**src/rtl/axi4_lite_rif_bridge.sv**
```systemverilog
// AXI4-Lite slave bridging to NUM_RIF register-file ports with per-direction
// req/ack handshake, wait states, timeout and AXI error responses.
module axi4_lite_rif_bridge #(
  parameter int AXI_ID_WIDTH   = 1,
  parameter int AXI_ADDR_WIDTH = 12,
  parameter int AXI_DATA_WIDTH = 32,
  parameter int RIF_ADDR_WIDTH = 10,
  parameter int NUM_RIF        = 2,
  parameter int TIMEOUT_CYCLES = 16,
  parameter int EN_SEC_MODE    = 0,
  parameter int NO_SEC_FAIL    = 0
) (
  input  logic                          aclk,
  input  logic                          aresetn,
  input  logic [AXI_ID_WIDTH-1:0]       awid,
  input  logic [AXI_ADDR_WIDTH-1:0]     awaddr,
  input  logic [2:0]                    awprot,
  input  logic                          awvalid,
  output logic                          awready,
  input  logic [AXI_DATA_WIDTH-1:0]     wdata,
  input  logic [AXI_DATA_WIDTH/8-1:0]   wstrb,
  input  logic                          wvalid,
  output logic                          wready,
  output logic [AXI_ID_WIDTH-1:0]       bid,
  output logic [1:0]                    bresp,
  output logic                          bvalid,
  input  logic                          bready,
  input  logic [AXI_ID_WIDTH-1:0]       arid,
  input  logic [AXI_ADDR_WIDTH-1:0]     araddr,
  input  logic [2:0]                    arprot,
  input  logic                          arvalid,
  output logic                          arready,
  output logic [AXI_ID_WIDTH-1:0]       rid,
  output logic [AXI_DATA_WIDTH-1:0]     rdata,
  output logic [1:0]                    rresp,
  output logic                          rvalid,
  input  logic                          rready,
  output logic [NUM_RIF-1:0]            rif_wr_req,
  output logic [RIF_ADDR_WIDTH-1:0]     rif_waddr,
  output logic [AXI_DATA_WIDTH-1:0]     rif_wdata,
  output logic [AXI_DATA_WIDTH/8-1:0]   rif_wstrb,
  input  logic [NUM_RIF-1:0]            rif_wack,
  input  logic [NUM_RIF-1:0]            rif_werr,
  output logic [NUM_RIF-1:0]            rif_rd_req,
  output logic [RIF_ADDR_WIDTH-1:0]     rif_raddr,
  input  logic [NUM_RIF-1:0]            rif_rack,
  input  logic [NUM_RIF-1:0]            rif_rerr,
  input  logic [NUM_RIF*AXI_DATA_WIDTH-1:0] rif_rdata,
  output logic [3:0]                    dbg_state
);
  // All AXI channels follow valid/ready: a beat transfers on the rising edge
  // where both are high; the sender holds payload stable while valid && !ready.
  localparam int DW = AXI_DATA_WIDTH;
  localparam int SW = AXI_DATA_WIDTH / 8;
  localparam int IW = AXI_ADDR_WIDTH - RIF_ADDR_WIDTH;
  localparam int TW = (TIMEOUT_CYCLES > 1) ? $clog2(TIMEOUT_CYCLES) : 1;
  localparam int TO_LAST = (TIMEOUT_CYCLES > 0) ? TIMEOUT_CYCLES - 1 : 0;
  localparam logic [TW-1:0] TO_LAST_V = TO_LAST[TW-1:0];
  localparam logic [IW:0] NUM_RIF_V = NUM_RIF[IW:0];
  localparam logic [1:0] RESP_OKAY = 2'b00, RESP_SLVERR = 2'b10, RESP_DECERR = 2'b11;
  localparam logic [1:0] SEC_RESP = (NO_SEC_FAIL != 0) ? RESP_OKAY : RESP_SLVERR;

  if (NUM_RIF < 1 || NUM_RIF > (1 << IW)) begin : g_bad_num_rif
    $error("NUM_RIF does not fit the port index field");
  end

  typedef enum logic [1:0] {W_IDLE, W_REQ, W_RESP} w_state_t;
  typedef enum logic [1:0] {R_IDLE, R_REQ, R_RESP} r_state_t;
  w_state_t w_state, w_next;
  r_state_t r_state, r_next;

  logic                      aw_full, w_full, ar_full;
  logic [AXI_ID_WIDTH-1:0]   aw_id, ar_id;
  logic [AXI_ADDR_WIDTH-1:0] aw_addr, ar_addr;
  logic                      aw_prot1, ar_prot1;
  logic [DW-1:0]             w_data, rd_mux, r_data_nxt;
  logic [SW-1:0]             w_strb;
  logic [TW-1:0]             w_timer, r_timer;
  logic                      w_release, w_load, r_release, r_load;
  logic [1:0]                w_resp_nxt, r_resp_nxt;

  logic unused_prot;
  assign unused_prot = ^{awprot[2], awprot[0], arprot[2], arprot[0]};

  // Holding registers; they free up on leaving the decision/REQ state so the
  // next transaction can be accepted while the response is still pending.
  always_ff @(posedge aclk or negedge aresetn) begin
    if (!aresetn) begin
      aw_full <= 1'b0; aw_id <= '0; aw_addr <= '0; aw_prot1 <= 1'b0;
      w_full  <= 1'b0; w_data <= '0; w_strb <= '0;
      ar_full <= 1'b0; ar_id <= '0; ar_addr <= '0; ar_prot1 <= 1'b0;
    end else begin
      if (awvalid && awready) begin
        aw_full <= 1'b1; aw_id <= awid; aw_addr <= awaddr; aw_prot1 <= awprot[1];
      end else if (w_release) begin
        aw_full <= 1'b0;
      end
      if (wvalid && wready) begin
        w_full <= 1'b1; w_data <= wdata; w_strb <= wstrb;
      end else if (w_release) begin
        w_full <= 1'b0;
      end
      if (arvalid && arready) begin
        ar_full <= 1'b1; ar_id <= arid; ar_addr <= araddr; ar_prot1 <= arprot[1];
      end else if (r_release) begin
        ar_full <= 1'b0;
      end
    end
  end

  assign awready   = !aw_full;
  assign wready    = !w_full;
  assign arready   = !ar_full;
  assign rif_waddr = aw_addr[RIF_ADDR_WIDTH-1:0];
  assign rif_wdata = w_data;
  assign rif_wstrb = w_strb;
  assign rif_raddr = ar_addr[RIF_ADDR_WIDTH-1:0];
  assign dbg_state = {r_state, w_state};

  logic [IW-1:0]      aw_idx, ar_idx;
  logic [NUM_RIF-1:0] aw_sel, ar_sel;
  logic               aw_dec_err, ar_dec_err, aw_blk, ar_blk;
  logic               w_ack, w_err, r_ack, r_err, w_timeout, r_timeout;

  assign aw_idx     = aw_addr[AXI_ADDR_WIDTH-1:RIF_ADDR_WIDTH];
  assign ar_idx     = ar_addr[AXI_ADDR_WIDTH-1:RIF_ADDR_WIDTH];
  assign aw_dec_err = {1'b0, aw_idx} >= NUM_RIF_V;
  assign ar_dec_err = {1'b0, ar_idx} >= NUM_RIF_V;
  assign aw_sel     = NUM_RIF'(1) << aw_idx;
  assign ar_sel     = NUM_RIF'(1) << ar_idx;
  assign aw_blk     = (EN_SEC_MODE != 0) && !aw_prot1;
  assign ar_blk     = (EN_SEC_MODE != 0) && !ar_prot1;
  assign w_ack      = |(rif_wack & aw_sel);
  assign w_err      = |(rif_werr & aw_sel);
  assign r_ack      = |(rif_rack & ar_sel);
  assign r_err      = |(rif_rerr & ar_sel);
  assign w_timeout  = (TIMEOUT_CYCLES != 0) && (w_timer == TO_LAST_V);
  assign r_timeout  = (TIMEOUT_CYCLES != 0) && (r_timer == TO_LAST_V);

  always_comb begin
    rd_mux = '0;
    for (int p = 0; p < NUM_RIF; p++)
      if (ar_sel[p]) rd_mux = rif_rdata[p*DW +: DW];
  end

  // Write FSM: state register, next-state, outputs.
  always_ff @(posedge aclk or negedge aresetn) begin
    if (!aresetn) w_state <= W_IDLE;
    else          w_state <= w_next;
  end

  always_comb begin
    w_next = w_state; w_release = 1'b0; w_load = 1'b0; w_resp_nxt = RESP_OKAY;
    case (w_state)
      W_IDLE: if (aw_full && w_full) begin
        if (aw_dec_err) begin
          w_next = W_RESP; w_release = 1'b1; w_load = 1'b1; w_resp_nxt = RESP_DECERR;
        end else if (aw_blk) begin
          w_next = W_RESP; w_release = 1'b1; w_load = 1'b1; w_resp_nxt = SEC_RESP;
        end else begin
          w_next = W_REQ;
        end
      end
      W_REQ: if (w_ack || w_timeout) begin
        w_next = W_RESP; w_release = 1'b1; w_load = 1'b1;
        w_resp_nxt = (!w_ack || w_err) ? RESP_SLVERR : RESP_OKAY;
      end
      W_RESP: if (bready) w_next = W_IDLE;
      default: w_next = W_IDLE;
    endcase
  end

  always_comb begin
    bvalid     = (w_state == W_RESP);
    rif_wr_req = (w_state == W_REQ) ? aw_sel : '0;
  end

  always_ff @(posedge aclk or negedge aresetn) begin
    if (!aresetn) begin
      bid <= '0; bresp <= RESP_OKAY; w_timer <= '0;
    end else begin
      w_timer <= (w_state == W_REQ) ? w_timer + 1'b1 : '0;
      if (w_load) begin
        bid <= aw_id; bresp <= w_resp_nxt;
      end
    end
  end

  // Read FSM: same structure; data is zero unless the RIF actually acked.
  always_ff @(posedge aclk or negedge aresetn) begin
    if (!aresetn) r_state <= R_IDLE;
    else          r_state <= r_next;
  end

  always_comb begin
    r_next = r_state; r_release = 1'b0; r_load = 1'b0; r_resp_nxt = RESP_OKAY;
    r_data_nxt = '0;
    case (r_state)
      R_IDLE: if (ar_full) begin
        if (ar_dec_err) begin
          r_next = R_RESP; r_release = 1'b1; r_load = 1'b1; r_resp_nxt = RESP_DECERR;
        end else if (ar_blk) begin
          r_next = R_RESP; r_release = 1'b1; r_load = 1'b1; r_resp_nxt = SEC_RESP;
        end else begin
          r_next = R_REQ;
        end
      end
      R_REQ: if (r_ack || r_timeout) begin
        r_next = R_RESP; r_release = 1'b1; r_load = 1'b1;
        r_resp_nxt = (!r_ack || r_err) ? RESP_SLVERR : RESP_OKAY;
        if (r_ack) r_data_nxt = rd_mux;
      end
      R_RESP: if (rready) r_next = R_IDLE;
      default: r_next = R_IDLE;
    endcase
  end

  always_comb begin
    rvalid     = (r_state == R_RESP);
    rif_rd_req = (r_state == R_REQ) ? ar_sel : '0;
  end

  always_ff @(posedge aclk or negedge aresetn) begin
    if (!aresetn) begin
      rid <= '0; rresp <= RESP_OKAY; rdata <= '0; r_timer <= '0;
    end else begin
      r_timer <= (r_state == R_REQ) ? r_timer + 1'b1 : '0;
      if (r_load) begin
        rid <= ar_id; rresp <= r_resp_nxt; rdata <= r_data_nxt;
      end
    end
  end
endmodule

```
**config.mk**
```make
export PLATFORM = sky130hd
export DESIGN_NAME = axi4_lite_rif_bridge
export DESIGN_NICKNAME = d
export VERILOG_FILES = /design/src/rtl/axi4_lite_rif_bridge.sv
export SDC_FILE = /design/constraint.sdc
export NUM_CORES = 1
export LEC_CHECK = 0
export ABC_AREA = 1
export BUFFER_PORTS_ARGS = -buffer_cell sky130_fd_sc_hd__buf_2
export CAP_MARGIN = 20
export CORE_MARGIN = 1.5
export CORE_UTILIZATION = 50
export CTS_BUF_LIST = sky130_fd_sc_hd__clkbuf_2
export CTS_CLUSTER_DIAMETER = 150
export DETAILED_ROUTE_END_ITERATION = 10
export PLACE_DENSITY_LB_ADDON = 0.05
export SYNTH_ARGS = -nofsm -noshare
export SYNTH_HDL_FRONTEND = slang
export SYNTH_SLANG_ARGS = --single-unit
```
**constraint.sdc**
```tcl
create_clock -name aclk -period 3.3 [get_ports aclk]
set_input_delay 0.165 -clock aclk [delete_from_list [all_inputs] [get_ports aclk]]
set_output_delay 0.165 -clock aclk [all_outputs]
set_load 0.02 [all_outputs]
```
==> summary.md, run 1 <==
| Metric | Value |
|---|---|
| Sort of element at the start of the critical path | `flip-flop` |
| Reg-to-reg critical path endpoint | `rresp[1]` |
| Adder and majority gate portion of the synthesized area | `0.004749` |
| FILL cells | `701` |
| Worst setup EP type | `flip-flop` |
| Worst slew margin relative to its limit | `0.4426` |
| Number of diodes | `0` |
| Top-area cell type share of the netlist area | `0.5462` |
| # H-tree levels | `4` |
| Highest clock rate | `0.3597 GHz` |
| Number of placed instances with taps included | `868` |
| Sequential cell area fraction in the yosys report | `0.5462` |
| Per-cell routed wire length | `15.05 um` |
| Class of the most critical hold timing path | `input pin to flip-flop` |
| PwrDens | `793.6 mW/mm^2` |
| I/O pin count | `254` |
| Maximum clock path buffer count | `2` |
| Count of synthesis-stage warnings from yosys | `0` |
| First-pass GRT wire length | `25010 um` |
| Hold_sp | `rif_rack[1]` |
| Multiplexer share of the synthesized area | `0.1282` |
| Number of nets in the layout | `1042` |
| Static leakage power | `4.417 nW` |
| Clock slew at the register clock pins of the worst setup and hold paths | `180 ps` |
| Number of instances in the synthesized netlist | `526` |
| Min-Delay Path Depth | `5` |
| Clock tree from TritonCTS | `yes` |
| Die ar. | `0.01116 sq mm` |
| Vertical die dimension | `105.7 um` |
| Drt via density | `4.995` |
| Maximum net fanout on the critical path | `29` |
| Root Buffer Master | `sky130_fd_sc_hd__clkbuf_2` |
| Slew at the pin closest to its max-slew limit | `834.2 ps` |
| Required time of the critical path | `3880 ps` |
| DR DRC count | `0` |
| Post-Synth Simple-Gate Area | `0.2363` |
| Total negative slack for setup checks | `0 ps` |
| Maximum number of pins on one net before global-route repair | `88` |
| Endpoint of the worst hold path | `rdata[5]` |
| Initial DRC count | `228` |
| Residual antenna-violating net count after detailed routing | `0` |
| Clock buffers created by TritonCTS | `17` |
| Post-synthesis cell type with the largest combined area | `sky130_fd_sc_hd__dfrtp_1` |
| Die boundary width | `105.7 um` |
| R2R Path Start | `ar_addr[10]` |
| Post-synthesis instance area | `0.005269 sq mm` |
| Startpoint-to-endpoint class of the critical path | `flip-flop to flip-flop` |
| Number of antenna violations at the first check in global routing | `0` |
| Number of global-route vias before repair | `5289` |
| Combinational family with the most area after synthesis | `simple AND/OR/NAND/NOR gates` |
| Leading post-synthesis cells by cell area | `sky130_fd_sc_hd__dfrtp_1 (55%), sky130_fd_sc_hd__mux2_2 (13%), sky130_fd_sc_hd__nand2_1 (12%), sky130_fd_sc_hd__nand3_1 (6.8%), sky130_fd_sc_hd__buf_4 (3.0%)` |
| Share of layout cells above drive strength 1 | `0.3996` |
| Final Slew Violations | `0` |
| Critical path data arrival time | `3360 ps` |
| Syn Area/Cell | `10.02 sq um` |
| Global-route total usage across every layer | `0.2886` |
| Clock skew after layout | `30.80 ps` |
| Routed wire length | `15690 um` |
| Starting Density | `0.5127` |
| XOR/XNOR share of the synthesized area | `0.003325` |
| Final weighted congestion in routability-driven placement | `0.8224` |
| Synthesized-area fraction occupied by ao, oa, aoi and oai cells | `0.01211` |
| Number of nets in the synthesized netlist | `675` |
| Post-synthesis cell type count | `27` |
| Internal reg-to-reg setup slack | `520 ps` |
| Number of failing hold endpoints at the final stage | `0` |
| Tcrit/Tclk final | `0.8424` |
| Number of buffers inserted to repair setup after CTS | `0` |
| Max-capacitance violation count | `0` |
| Via count of the routed design | `5205` |
| Layout Area Growth over Synthesis | `54.17%` |
| I/O Buffers | `247` |
| Final instance count without filler cells | `1042` |
| Detailed placer's ending HPWL | `9479 um` |
| Clock sink count | `115` |
| Unrepaired setup endpoints after global routing | `no` |
| Rows | `37` |
| Clock insertion delay at the later pin of the skew report | `630 ps` |
| Number of iterations in the first detailed-routing pass | `4` |
| Largest voltage drop on the vdd net | `502.9 uV` |
| Core area | `0.01028 sq mm` |
| Gr ovfl total | `0` |
| Synthesized flop and latch total | `115` |
| Minimum clock period after layout | `2780 ps` |
| Worst R2R Path Depth | `9` |
| Number of setup violations in the final report | `0` |
| Run status | `finished, final reports clean` |
[through the flow]
stage / utilization / hold slack (ps) / instance area [sq um] / power [mW] / setup slack [ps]
final: 0.7904 / 139.4 / 8123 / 6.447 / 520.0
after global routing: 0.7904 / 79.60 / 8123 / 6.860 / 385.5
after CTS: 0.7874 / 62.77 / 8093 / 6.416 / 639.2
after detailed placement: 0.6238 / 383.3 / 6411 / 5.006 / 1127
after global placement: 0.6238 / 376.1 / 6411 / 4.924 / 1175
after floorplan: - / -130.6 / 5269 / 4.277 / 1827
[power breakdown]
| group | internal, mW | switching [mW] | leakage, nW |
|---|---|---|---|
| combinational | 1.31 | 1.82 | 2.82 |
| sequential | 1.94 | 0.332 | 1.44 |
| clock | 0.505 | 0.541 | 0.166 |
| total | 3.76 | 2.69 | 4.42 |
[repair_timing]
action,in CTS,in global routing
endpoints found under the hold margin,185,10
resized for setup,0,0
hold buffers,140,1
[cells in the final DEF (no fill, tap or decap), types with 10 or more instances in the layout]
cell                              n
sky130_fd_sc_hd__nor2_1          17
sky130_fd_sc_hd__buf_2          246
sky130_fd_sc_hd__nand3_1         72
sky130_fd_sc_hd__nand2_1        162
sky130_fd_sc_hd__clkbuf_2        19
sky130_fd_sc_hd__inv_1           15
sky130_fd_sc_hd__dfrtp_1        115
sky130_fd_sc_hd__mux2_2          60
sky130_fd_sc_hd__nand3_2         10
sky130_fd_sc_hd__dlygate4sd3_1  141
[Yosys cell counts, drive strengths merged]
library cell,n
nor2,18
nand2,165
clkbuf,9
mux2,60
xor2,1
xnor2,1
dfrtp,115
o211ai,1
a21oi,6
inv,16
ha,2
nand4,4
nand3,84
nor3b,1
o21ai,3
nor3,3
buf,37
[logic make-up after synthesis]
kind of cell             after synthesis
AO/OA/AOI/OAI                         10
XOR/XNOR                               2
adder cells (fa/ha/maj)                2
buffers and inverters                 62
flip-flops                           115
multiplexers                          60
AND/OR/NAND/NOR                      275
[cell type report]
type | instances | area, sq um | share of cell area
tap | 136 | 170.2 | 0.02095
inverter | 16 | 60.06 | 0.007394
clock buffer | 19 | 95.09 | 0.01171
timing repair buffer | 394 | 2708 | 0.3333
sequential | 115 | 2878 | 0.3543
multi-input combinational | 349 | 2027 | 0.2495
clock inverter | 13 | 185.2 | 0.02280
[routing by layer]
layer / track usage / routed length [um] / vias up
met2: 0.5176 / 8282 / 216
li1: - / - / 2449
met4: 0.1091 / 379 / 0
met3: 0.08472 / 1082 / 34
met5: 0 / 0 / -
met1: 0.3223 / 5942 / 2506
[registers in the layout, summed over array words and instances, names as in the netlist, 4 cells and up]
name,cells
rif_wdata,32
rdata,32
r_timer,4
w_timer,4
ar_addr,12
rif_wstrb,4
aw_addr,12
[critical path, cell delays in order, from the launching register on]
cell and delay, ps:
sky130_fd_sc_hd__dfrtp_1 700, sky130_fd_sc_hd__buf_4 410, sky130_fd_sc_hd__nand3_1 150, sky130_fd_sc_hd__nand2_1 110, sky130_fd_sc_hd__dlygate4sd3_1 550, sky130_fd_sc_hd__inv_1 40
sky130_fd_sc_hd__a21oi_1 110, sky130_fd_sc_hd__dlygate4sd3_1 560, sky130_fd_sc_hd__nand2_1 50, sky130_fd_sc_hd__nand2_1 60
[worst max path at each step]
| stage | slack, ps | end | start | cells after the start |
|---|---|---|---|---|
| after global routing | 390 | rresp[1] | ar_addr[10] | 9 |
| final | 520 | rresp[1] | ar_addr[10] | 9 |
| after global placement | 1180 | rresp[1] | ar_addr[11] | 7 |
| after CTS | 640 | rresp[1] | ar_addr[10] | 9 |
| after floorplan | 1830 | rif_rd_req[0] | r_state[0] | 4 |
| after detailed placement | 1130 | rresp[1] | ar_addr[11] | 7 |
Note: power is estimated with default switching activity, not from simulation.
==> run 2: changes to the inputs <==
--- a/config.mk
+++ b/config.mk
@@ -5,11 +5,11 @@
 export SDC_FILE = /design/constraint.sdc
 export NUM_CORES = 1
 export LEC_CHECK = 0
-export ABC_AREA = 1
+export ABC_AREA = 0
 export BUFFER_PORTS_ARGS = -buffer_cell sky130_fd_sc_hd__buf_2
 export CAP_MARGIN = 20
 export CORE_MARGIN = 1.5
-export CORE_UTILIZATION = 50
+export CORE_UTILIZATION = 47
 export CTS_BUF_LIST = sky130_fd_sc_hd__clkbuf_2
 export CTS_CLUSTER_DIAMETER = 150
 export DETAILED_ROUTE_END_ITERATION = 10
==> constraint.sdc (replaced) <==
create_clock -name aclk -period 2.68 [get_ports aclk]
set_input_delay 0.134 -clock aclk [delete_from_list [all_inputs] [get_ports aclk]]
set_output_delay 0.134 -clock aclk [all_outputs]
set_load 0.02 [all_outputs]
==> summary.md, run 2 <==
| Metric | Value |
|---|---|
| Highest-count cells in the layout ignoring fill and taps | `sky130_fd_sc_hd__buf_2 (246), sky130_fd_sc_hd__dlygate4sd3_1 (137), sky130_fd_sc_hd__dfrtp_1 (114)` |
| Die boundary width | `105.7 um` |
| Worst setup EP type | `flip-flop` |
| Number of nets in the synthesized netlist | `507` |
| Clock sink count | `115` |
| Unrepaired setup endpoints after global routing | `no` |
| Number of gates given a new drive strength after cts | `0` |
| Clock slew at the register clock pins of the worst setup and hold paths | `150 ps` |
| Post-synthesis async set-or-reset flop share | `1.000` |
| Share of layout cells above drive strength 1 | `0.4750` |
| Maximum single-stage delay on the critical path | `770 ps` |
| Slew at the pin closest to its max-slew limit | `907.4 ps` |
| Class of the most critical hold timing path | `input pin to flip-flop` |
| Via count of the routed design | `4319` |
| Sum of buffers and inverters on the critical path | `1` |
| Commonest register cell after synthesis | `sky130_fd_sc_hd__dfrtp_1` |
| PwrDens | `999.7 mW/mm^2` |
| Total negative slack for setup checks | `0 ps` |
| Clock tree from TritonCTS | `yes` |
| Syn Area/Cell | `13.83 sq um` |
| Root Buffer Master | `sky130_fd_sc_hd__clkbuf_2` |
| Post-synthesis cell type count | `36` |
| Number of global-route vias before repair | `4618` |
| Slowest stage cell, crit path | `sky130_fd_sc_hd__o311a_1` |
| Minimum clock period after layout | `2407 ps` |
| Tcrit/Tclk final | `0.8983` |
| Ordered cell list for the critical path | `nand2b_1 > nand3b_4 > o311a_1 > buf_4 > o2bb2ai_1` |
| Most common library cell in the layout ignoring fill and taps | `sky130_fd_sc_hd__buf_2` |
| Routed wire length | `14080 um` |
| Number of failing hold endpoints at the final stage | `0` |
| Run status | `finished, final reports clean` |
| Clock skew after layout | `16.80 ps` |
| Most common cell in the synthesized netlist | `sky130_fd_sc_hd__dfrtp_1` |
| Number of iterations in the first detailed-routing pass | `4` |
| Number of diodes | `0` |
| Max-capacitance violation count | `0` |
| Sort of element at the start of the critical path | `flip-flop` |
| Residual antenna-violating net count after detailed routing | `0` |
| Clock buffers created by TritonCTS | `17` |
| Multiplexer share of the synthesized area | `0.2226` |
| Adder and majority gate portion of the synthesized area | `0.005053` |
| I/O Buffers | `247` |
| Number of antenna violations at the first check in global routing | `0` |
| Leading post-synthesis cells by cell area | `sky130_fd_sc_hd__dfrtp_1 (58%), sky130_fd_sc_hd__mux2_2 (15%), sky130_fd_sc_hd__mux2i_1 (6.9%), sky130_fd_sc_hd__o2bb2ai_1 (5.7%), sky130_fd_sc_hd__buf_4 (3.0%)` |
| Highest clock rate | `0.4154 GHz` |
| Detailed placer's ending HPWL | `8593 um` |
| Drt via density | `4.936` |
| Maximum number of pins on one net before global-route repair | `79` |
| # H-tree levels | `4` |
| Top-area cell type share of the netlist area | `0.5811` |
| Global-route total usage across every layer | `0.2616` |
| Post-Synth Simple-Gate Area | `0.04295` |
| Count of synthesis-stage warnings from yosys | `0` |
| Maximum net fanout on the critical path | `20` |
| Internal reg-to-reg setup slack | `270 ps` |
| DR DRC count | `0` |
| First-pass GRT wire length | `22470 um` |
| Starting Density | `0.4819` |
| Number of enable-type register cells in the synthesized netlist | `0` |
| Die ar. | `0.01116 sq mm` |
| Gr ovfl total | `0` |
| Worst slew margin relative to its limit | `0.3951` |
| Number of setup violations in the final report | `0` |
| Final weighted congestion in routability-driven placement | `0.7541` |
| Final Slew Violations | `0` |
| Synthesized-area fraction occupied by ao, oa, aoi and oai cells | `0.07959` |
| Vertical die dimension | `105.7 um` |
| Combinational family with the most area after synthesis | `multiplexers` |
| Rows | `37` |
| Required time of the critical path | `3220 ps` |
| Post-layout util | `0.7520` |
| Clock insertion delay at the later pin of the skew report | `630 ps` |
| Top post-synthesis cells by count | `sky130_fd_sc_hd__dfrtp_1 (115), sky130_fd_sc_hd__mux2_2 (65), sky130_fd_sc_hd__mux2i_1 (34)` |
| Post-synthesis cell type with the largest combined area | `sky130_fd_sc_hd__dfrtp_1` |
| Number of instances in the synthesized netlist | `358` |
| Static leakage power | `3.877 nW` |
| Layout Area Growth over Synthesis | `56.06%` |
| Initial DRC count | `134` |
| Largest voltage drop on the vdd net | `681.0 uV` |
| Startpoint-to-endpoint class of the critical path | `flip-flop to flip-flop` |
| Core area | `0.01028 sq mm` |
| Sequential cell area fraction in the yosys report | `0.5811` |
| Post-synthesis instance area | `0.004952 sq mm` |
| Maximum clock path buffer count | `2` |
| Number of nets in the layout | `877` |
| Critical path data arrival time | `2940 ps` |
| I/O pin count | `254` |
| Synthesized flop and latch total | `115` |
| Per-cell routed wire length | `16.09 um` |
| XOR/XNOR share of the synthesized area | `0.007074` |
| Cell family contributing the most delay on the critical path | `compound AO/OA/AOI/OAI gates` |
run 2: per-stage QoR:
step / std cells / worst slack [ps] / cell area, sq um / total power [mW] / hold slack, ps
final: 875 / 272.6 / 7729 / 7.727 / 69.66
after global placement: 707 / 470.1 / 6168 / 6.378 / 130.2
after global routing: 875 / 84.49 / 7729 / 8.203 / 55.00
after floorplan: 358 / 954.7 / 4952 / 5.541 / -161.6
after detailed placement: 707 / 353.2 / 6168 / 6.482 / 142.3
after CTS: 875 / 302.1 / 7729 / 7.735 / 19.49
run 2: kinds of logic after synthesis:
logic type / count (synthesis)
buffers and inverters: 48
flip-flops: 115
AND/OR/NAND/NOR: 40
adder cells (fa/ha/maj): 2
XOR/XNOR: 4
AO/OA/AOI/OAI: 48
multiplexers: 101
run 2: worst register-to-register path: stages, from the launching register on:
cell and delay, ps:
sky130_fd_sc_hd__dfrtp_1 500, sky130_fd_sc_hd__nand2b_1 340, sky130_fd_sc_hd__nand3b_4 200, sky130_fd_sc_hd__o311a_1 770
sky130_fd_sc_hd__buf_4 370, sky130_fd_sc_hd__o2bb2ai_1 150
run 2: worst paths after layout:
check	startpoint	to	cells after the start
max	r_state[1]	rdata[22]	5
min	arvalid	ar_addr[11]	4
max reg2reg	r_state[1]	rdata[22]	5
min reg2reg	r_timer[0]	r_timer[0]	1
max in group asynchronous	aresetn	rif_wdata[19]	4
min in group asynchronous	aresetn	bresp[1]	3
run 2: metal layers:
metal	part of all wire	global-route usage	vias to the layer above
met4	0.027	0.1110	0
met1	0.38	0.2861	2113
li1	-	-	2010
met2	0.53	0.4736	164
met5	0	0	-
met3	0.063	0.07236	32
run 2: what timing repair did:
action,CTS,global route
hold endpoints to repair,215,0
hold buffers,138,0
setup buffers,0,0
run 2: where the power goes:
group / internal (mW) / switching (mW) / total (mW) / leakage [nW]
clock: 0.313 / 0.585 / 0.898 / 0.121
sequential: 2.47 / 0.455 / 2.92 / 1.41
combinational: 1.80 / 2.11 / 3.91 / 2.34
run 2: cell type report:
| cell class | count | area (sq um) |
|---|---|---|
| clock inverters | 10 | 68.82 |
| flip-flops and latches | 115 | 2879 |
| clock buffers | 20 | 100.1 |
| repair buffers | 392 | 2708 |
| inverters | 7 | 26.28 |
| multi-input cells | 195 | 1777 |
| fillers | 707 | 2549 |
| well taps | 136 | 170.2 |
==> run 3: changes to the inputs <==
==> constraint.sdc (replaced) <==
create_clock -name aclk -period 2.68 [get_ports aclk]
set_input_delay 0.268 -clock aclk [delete_from_list [all_inputs] [get_ports aclk]]
set_output_delay 0.268 -clock aclk [all_outputs]
set_load 0.02 [all_outputs]
==> summary.md, run 3 (same netlist as run 2, synthesis figures left out) <==
| Metric | Value |
|---|---|
| Maximum number of pins on one net before global-route repair | `53` |
| Startpoint-to-endpoint class of the critical path | `flip-flop to flip-flop` |
| Unrepaired setup endpoints after global routing | `no` |
| Share of layout cells above drive strength 1 | `0.4837` |
| Number of gates given a new drive strength after cts | `0` |
| Most common library cell in the layout ignoring fill and taps | `sky130_fd_sc_hd__buf_2` |
| Number of nets in the layout | `872` |
| Worst slew margin relative to its limit | `0.4007` |
| Maximum net fanout on the critical path | `20` |
| DR DRC count | `0` |
| # H-tree levels | `4` |
| Clock tree from TritonCTS | `yes` |
| Gr ovfl total | `0` |
| Number of failing hold endpoints at the final stage | `0` |
| PwrDens | `1033 mW/mm^2` |
| Starting Density | `0.4819` |
| Rows | `37` |
| Vertical die dimension | `105.7 um` |
| Class of the most critical hold timing path | `input pin to async pin` |
| Via count of the routed design | `4267` |
| Final instance count without filler cells | `872` |
| Highest clock rate | `0.4228 GHz` |
| Number of setup violations in the final report | `0` |
| I/O pin count | `254` |
| Total negative slack for setup checks | `0 ps` |
| Number of antenna violations at the first check in global routing | `0` |
| Root Buffer Master | `sky130_fd_sc_hd__clkbuf_2` |
| Highest-count cells in the layout ignoring fill and taps | `sky130_fd_sc_hd__buf_2 (246), sky130_fd_sc_hd__dlygate4sd3_1 (132), sky130_fd_sc_hd__dfrtp_1 (114)` |
| Clock buffers created by TritonCTS | `17` |
| FILL cells | `735` |
| Clock slew at the register clock pins of the worst setup and hold paths | `170 ps` |
| Slew at the pin closest to its max-slew limit | `899.0 ps` |
| Routed wire length | `13840 um` |
| Final weighted congestion in routability-driven placement | `0.7569` |
| Final Slew Violations | `0` |
| Per-cell routed wire length | `15.87 um` |
| Residual antenna-violating net count after detailed routing | `0` |
| I/O Buffers | `247` |
| Clock skew after layout | `18.57 ps` |
| Critical path data arrival time | `2930 ps` |
| First-pass GRT wire length | `21610 um` |
| Maximum clock path buffer count | `2` |
| Number of diodes | `0` |
| Worst R2R Path Depth | `5` |
| Run status | `finished, final reports clean` |
| Drt via density | `4.893` |
| Sort of element at the start of the critical path | `flip-flop` |
| Number of buffers inserted to repair setup after CTS | `0` |
| Detailed placer's ending HPWL | `8672 um` |
| Initial DRC count | `160` |
| Required time of the critical path | `3250 ps` |
| Clock sink count | `115` |
| Hold_buf cts | `132` |
| Minimum clock period after layout | `2365 ps` |
| Number of global-route vias before repair | `4499` |
| Core area | `0.01028 sq mm` |
| Number of placed instances with taps included | `708` |
| Worst setup EP type | `flip-flop` |
| Number of iterations in the first detailed-routing pass | `4` |
| Die boundary width | `105.7 um` |
| Max-capacitance violation count | `0` |
| Largest voltage drop on the vdd net | `861.8 uV` |
| Static leakage power | `3.892 nW` |
| Post-Place Setup Slack | `365.0 ps` |
| Clock insertion delay at the later pin of the skew report | `650 ps` |
| Layout Area Growth over Synthesis | `56.64%` |
| Tcrit/Tclk final | `0.8825` |
| Global-route total usage across every layer | `0.2532` |
| Post-route setup slack | `315.0 ps` |
| Die ar. | `0.01116 sq mm` |
## run 3: cell types whose count changed in the layout (fill, tap and decap cells not counted), sizes merged
cell         previous run  this run
clkbuf                 20        19
bufinv                  1         4
clkinvlp                0         1
dlygate4sd3           137       132
clkinv                  9         8
## run 3: layer usage
metal,track usage,vias up,wire length [um]
li1,-,1999,-
met1,0.2747,2076,5240
met2,0.4573,159,7413
met3,0.07112,33,804
met4,0.1129,0,383
met5,0,-,0
## run 3: layout make-up
cell class              instances  area [sq um]  area share
well taps                     136         170.2     0.02194
inverters                       7         26.28    0.003387
clock buffers                  19         95.09     0.01226
multi-input cells             195          1777      0.2290
flip-flops and latches        115          2879      0.3711
clock inverters                13         165.2     0.02129
repair buffers                387          2645      0.3410
## run 3: worst max-delay path, stage by stage, from the launching register on
cell and delay (ps):
sky130_fd_sc_hd__dfrtp_1 500, sky130_fd_sc_hd__nand2b_1 320, sky130_fd_sc_hd__nand3b_4 200, sky130_fd_sc_hd__o311a_1 760
sky130_fd_sc_hd__buf_4 360, sky130_fd_sc_hd__o2bb2ai_1 140
## run 3: where the power goes
group / leakage [nW] / switching [mW] / internal [mW]
Clock: 0.162 / 0.628 / 0.605
Combinational: 2.32 / 2.09 / 1.78
Sequential: 1.41 / 0.453 / 2.47
Total: 3.89 / 3.17 / 4.85
## run 3: per-stage QoR
stage | utilization | hold slack [ps] | instance area (sq um) | power (mW)
CTS | 0.7548 | 29.61 | 7757 | 8.038
global route | 0.7548 | 23.01 | 7757 | 8.478
detailed placement | 0.6009 | 243.4 | 6176 | 6.474
finish | 0.7548 | 64.52 | 7757 | 8.017
floorplan | - | -27.59 | 4952 | 5.541
global placement | 0.6009 | 232.6 | 6176 | 6.378
## run 3: final timing paths
kind,endpoint,slack (ps),startpoint
worst max register to register,rdata[12],320,r_state[1]
worst min register to register,w_timer[0],470,w_timer[0]
worst min-delay path,ar_addr[3],60,aresetn
worst max-delay path,rdata[12],320,r_state[1]
max in group asynchronous,ar_addr[9],1810,aresetn
min in group aclk,w_full,100,wvalid
